$ cat config.mk
export PLATFORM = sky130hd
export DESIGN_NAME = lsu
export DESIGN_NICKNAME = d
export VERILOG_FILES = /design/src/rtl/lsu.sv
export SDC_FILE = /design/constraint.sdc
export NUM_CORES = 1
export LEC_CHECK = 0
export ABC_CLOCK_PERIOD_IN_PS = 3600
export BUFFER_PORTS_ARGS = -buffer_cell sky130_fd_sc_hd__buf_2
export CAP_MARGIN = 20
export CORE_AREA = 2 2 96 98
export DETAILED_ROUTE_END_ITERATION = 7
export DIE_AREA = 0 0 98 100
export MAX_ROUTING_LAYER = met4
export PLACE_DENSITY_LB_ADDON = 0.05
export SETUP_SLACK_MARGIN = 0.2
export SLEW_MARGIN = 0
export SYNTH_ARGS = -nofsm -noshare
export SYNTH_HDL_FRONTEND = slang
export SYNTH_SLANG_ARGS = --single-unit
$ cat constraint.sdc
create_clock -name clk -period 3.6 [get_ports clk]
set_input_delay 0.9 -clock clk [delete_from_list [all_inputs] [get_ports clk]]
set_output_delay 0.9 -clock clk [all_outputs]
set_load 0.01 [all_outputs]
$ cat src/rtl/lsu.sv
// Load/store unit: EX address/lane steering, DF load alignment, WB register.
// Optional LSU_MISALIGN_CHECK_EN blocks, flags and counts misaligned accesses.
module lsu #(
  parameter int CNT_W = 8
) (
  input  logic             clk,
  input  logic             rst_n,
  input  logic             ex_load,
  input  logic             ex_store,
  input  logic             ex_byte_ls,
  input  logic             ex_half_ls,
  input  logic             ex_uns_ls,
  input  logic [31:0]      ex_addr,
  input  logic [31:0]      ex_store_data,
  output logic [31:0]      dmem_addr,
  output logic             dmem_ren,
  output logic [3:0]       dmem_wen,
  output logic [31:0]      dmem_wdata,
  input  logic [31:0]      dmem_rdata,
  output logic [31:0]      df_ld_data,
  output logic [31:0]      wb_ld_data,
  output logic             misalign,
  output logic [CNT_W-1:0] misalign_cnt
);

  typedef struct packed {
    logic       ld;
    logic       is_b;
    logic       is_h;
    logic       uns;
    logic [1:0] off;
    logic       blk;
  } df_t;

  logic       sz_b;
  logic       sz_h;
  logic       sz_w;
  logic       mis;
  logic       blocked;
  logic [1:0] eff_off;
  df_t        df_q;

  assign sz_b = ex_byte_ls;
  assign sz_h = !ex_byte_ls && ex_half_ls;
  assign sz_w = !ex_byte_ls && !ex_half_ls;
  assign mis  = (sz_h && ex_addr[0]) ||
                (sz_w && (ex_addr[1:0] != 2'b00));

`ifdef LSU_MISALIGN_CHECK_EN
  assign blocked = (ex_load || ex_store) && mis;
`else
  assign blocked = 1'b0;
`endif

  assign dmem_addr = {ex_addr[31:2], 2'b00};
  assign dmem_ren  = ex_load && !ex_store && !blocked;

  // Offset with sub-alignment bits cleared.
  always_comb begin
    eff_off = 2'b00;
    unique case (1'b1)
      sz_b:    eff_off = ex_addr[1:0];
      sz_h:    eff_off = {ex_addr[1], 1'b0};
      default: eff_off = 2'b00;
    endcase
  end

  // Store byte enables and lane replication.
  always_comb begin
    dmem_wen   = 4'b0000;
    dmem_wdata = ex_store_data;
    unique case (1'b1)
      sz_b: begin
        dmem_wdata = {4{ex_store_data[7:0]}};
        dmem_wen   = 4'b0001 << ex_addr[1:0];
      end
      sz_h: begin
        dmem_wdata = {2{ex_store_data[15:0]}};
        dmem_wen   = ex_addr[1] ? 4'b1100 : 4'b0011;
      end
      default: begin
        dmem_wdata = ex_store_data;
        dmem_wen   = 4'b1111;
      end
    endcase
    if (!ex_store || blocked)
      dmem_wen = 4'b0000;
  end

  // EX -> DF pipeline register.
  always_ff @(posedge clk or negedge rst_n) begin
    if (!rst_n) begin
      df_q <= '0;
    end else begin
      df_q.ld   <= ex_load && !ex_store;
      df_q.is_b <= sz_b;
      df_q.is_h <= sz_h;
      df_q.uns  <= ex_uns_ls;
      df_q.off  <= eff_off;
      df_q.blk  <= blocked;
    end
  end

  // Select and extend the loaded lane.
  always_comb begin
    logic [7:0]  b;
    logic [15:0] h;
    b = 8'h00;
    unique case (df_q.off)
      2'd0: b = dmem_rdata[7:0];
      2'd1: b = dmem_rdata[15:8];
      2'd2: b = dmem_rdata[23:16];
      default: b = dmem_rdata[31:24];
    endcase
    h = df_q.off[1] ? dmem_rdata[31:16]
                    : dmem_rdata[15:0];
    df_ld_data = dmem_rdata;
    unique case (1'b1)
      df_q.is_b:
        df_ld_data = {{24{b[7] & ~df_q.uns}}, b};
      df_q.is_h:
        df_ld_data = {{16{h[15] & ~df_q.uns}}, h};
      default:
        df_ld_data = dmem_rdata;
    endcase
    if (!df_q.ld || df_q.blk)
      df_ld_data = 32'h0;
  end

  // DF -> WB load result register.
  always_ff @(posedge clk or negedge rst_n) begin
    if (!rst_n)
      wb_ld_data <= 32'h0;
    else
      wb_ld_data <= df_ld_data;
  end

`ifdef LSU_MISALIGN_CHECK_EN
  assign misalign = df_q.blk;

  // Saturating count of blocked accesses.
  always_ff @(posedge clk or negedge rst_n) begin
    if (!rst_n)
      misalign_cnt <= '0;
    else if (blocked && (misalign_cnt != '1))
      misalign_cnt <= misalign_cnt + 1'b1;
  end
`else
  assign misalign     = 1'b0;
  assign misalign_cnt = '0;
`endif

endmodule

==> results.yml <==
outcome:
  outcome: "finished clean"
logic_synthesis:
  syn-cell-area_mm2: 0.00249
  synth.distinct_cells: 28
  synth.most_common_cell: "buf_4"
  synth_edf_count: 0
  synthFlopType: "dfrtp_1"
  synth_area_leaders: "dfrtp_1, buf_4, mux2_2, a22oi_1, nor2_1"
  synthArstFlopShare: 1.00
  ys.warnings.count: 0
  synth_area_leader_cell: "dfrtp_1"
  ys_seq_elements: 38
  syn_avg_cell_area_um2: 9.31
  synth-seq-area-share: 0.382
  synth_top_area_frac: 0.382
  synthCells: 267
  synthTopCellsByCount: "buf_4, dfrtp_1, nor2_1"
detailed_routing:
  final_antenna_net_count: 0
  first_iter_violations: 106
  first_pass_iters: 5
  wire_per_inst_um: 16.2
  vias: 2392
  vias_per_cell: 4.68
  routed_wl_mm: 8.29
  drc_errors: 0
setup_path:
  r2r_cells: 4
  worstSetupStartpointType: "input port"
  crit-reg2reg-launch: "df_q[4]"
  path_common_cell: "buf_2"
  critPathMaxStageDelay_ns: 0.53
  arrival_ns: 2.25
  regToRegEndpoint: "wb_ld_data[12]"
  setup.worst_path.end_class: "output pin"
  critPathSlowestCell: "or4_1"
  path_class: "in -> out"
  required_ns: 2.70
  worstPathCellList: "buf_2, mux2i_1, o22a_4, or4_1, o21ai_0, buf_2"
  worstPathMaxFanout: 8
  rrSetupSlack_ns: 1.79
global_route:
  grt-ovfl-total: 0
  grt_pass1_vias: 2361
  grt_pass1_wl_mm: 12.5
  antenna_found_initial: 0
  grt_max_degree: 39
  track_usage: 0.168
layout:
  drive_gt1_frac: 0.538
  area_growth_pct: 29.8
  diodes: 0
  nets: 502
clock_network:
  clkTransAtPathRegs_ns: 0.07
  cts_buffers: 5
  clkLatencyLatePin_ns: 0.30
  root_buffer: "clkbuf_8"
  cts_tree: "built"
  cts.sinks: 38
  cts.htree.levels: 2
  cts_resized: 0
  clockBufferDepth: 2
  post_cts_buffers: 0
  cts_hold_buf: 0
sta:
  tightest_slew_ns: 0.846
  rsz0062_at_grt: "no"
  timing.final.ws_setup_ns: 0.452
  fin_tns_setup_ns: 0
  fin_crit_sh: 0.874
  fin_skew_ns: 0.00536
  setup_violations: 0
  max-slew-margin-rel: 0.436
  max_freq_mhz: 318
  period_minus_slack_ns: 3.15
  final_max_slew_viol_count: 0
  hold_viol: 0
floorplanning:
  die_w_um: 98
  io-pin-count: 245
  die_h_um: 100
  dieArea_mm2: 0.00980
  rows: 35
  start_util: 0.280
  core_mm2: 0.00889
power:
  power_frac_clock: 0.290
  power.leakage_uw: 0.00191
  intPower_uw: 732
  max-vdd-ir-drop_mv: 0.102
  sw_frac_of_total: 0.311
  switchingPower_uw: 330
  seqPwrFrac: 0.431
  power_density_mw_per_mm2: 329
  power_frac_comb: 0.279
place:
  preCtsSetupSlack_ns: 0.399
  place.port_buffers: 173
  place_congestion: 0.793
  place_hpwl_mm: 6.52
min_path:
  hold_start: "df_q[3]"
  min_to: "wb_ld_data[31]"
  hold_path_class: "reg -> reg"
  worst_hold_path.num_cells: 2
job:
  maxCapViolCount: 0
==> metal layers <==
layer / global-route usage / share of wire / routed length [um]
met2: 0.290 / 0.51 / 4190
met4: 0.0491 / 0.016 / 133
met5: - / 0 / 0
met1: 0.193 / 0.40 / 3340
met3: 0.0432 / 0.075 / 619
==> power groups by stage <==
stage / clock [uW] / combinational (uW) / sequential, uW
after floorplan: 0 / 196 / 471
after global placement: 0 / 302 / 467
after detailed placement: 0 / 300 / 467
after CTS: 322 / 301 / 458
after global routing: 342 / 327 / 460
final: 308 / 297 / 458
==> area by class of cell <==
cell class | count | area [um2]
clock buffers | 7 | 86.3
clock inverters | 1 | 5.00
fillers | 968 | 5660
inverters | 2 | 7.51
multi-input cells | 173 | 1130
flip-flops and latches | 38 | 952
well taps | 111 | 139
repair buffers | 179 | 911
==> critical path: cells and delay by family <==
family | cells | cell delay (ns)
muxes | 1 | 0.08
and+or+nand+nor | 1 | 0.53
AOI/OAI and AO/OA | 2 | 0.43
buffers and inverters | 2 | 0.30
==> metrics by stage <==
step,instance area [um2],hold WS [ns],std cells,util,total power (uW)
2_1_floorplan,2520,0.604,277,-,667
3_3_place_gp,3140,0.697,503,0.353,768
3_5_place_dp,3140,0.698,503,0.353,766
4_1_cts,3230,0.708,511,0.363,1080
5_1_grt,3230,0.703,511,0.363,1130
6_report,3230,0.695,511,0.363,1060
==> state kept, by name, indices dropped and copies added, names as in the netlist <==
signal	flops
df_q	6
wb_ld_data	32
==> placed cells by master, fill, tap and decap left out, types with 2 or more instances in the layout <==
master / Yosys / layout
dfrtp_1: 38 / 37
a21oi_1: 13 / 13
a21o_1: 10 / 10
mux2i_1: 9 / 9
conb_1: 1 / 11
buf_4: 50 / 6
o22a_1: 7 / 7
a22oi_1: 23 / 23
buf_2: 0 / 173
mux2_2: 17 / 17
clkbuf_8: 0 / 6
a21o_2: 6 / 6
nor2_1: 28 / 28
nor2b_1: 4 / 4
o21ai_0: 8 / 8
nand2b_1: 2 / 2
and2_1: 3 / 3
nand2_1: 25 / 25
==> cell families (layout without fill, tap and decap cells) <==
family,count (synthesis),after routing,synth area share
mux,26,26,0.113
compound gates,69,69,0.206
other cells,1,11,0.00151
flops,38,38,0.382
simple gates,67,67,0.116
buf+inv,66,189,0.181
==> worst max-delay path by stage <==
stage | startpoint | endpoint | slack, ns
final | dmem_rdata[23] | df_ld_data[12] | 0.45
after global routing | dmem_rdata[23] | df_ld_data[10] | 0.32
after CTS | df_q[1] | df_ld_data[9] | 0.30
after detailed placement | dmem_rdata[23] | df_ld_data[9] | 0.40
after global placement | dmem_rdata[23] | df_ld_data[9] | 0.44
after floorplan | ex_byte_ls | dmem_wdata[27] | 0.74
Note: power is estimated with default switching activity, not from simulation.
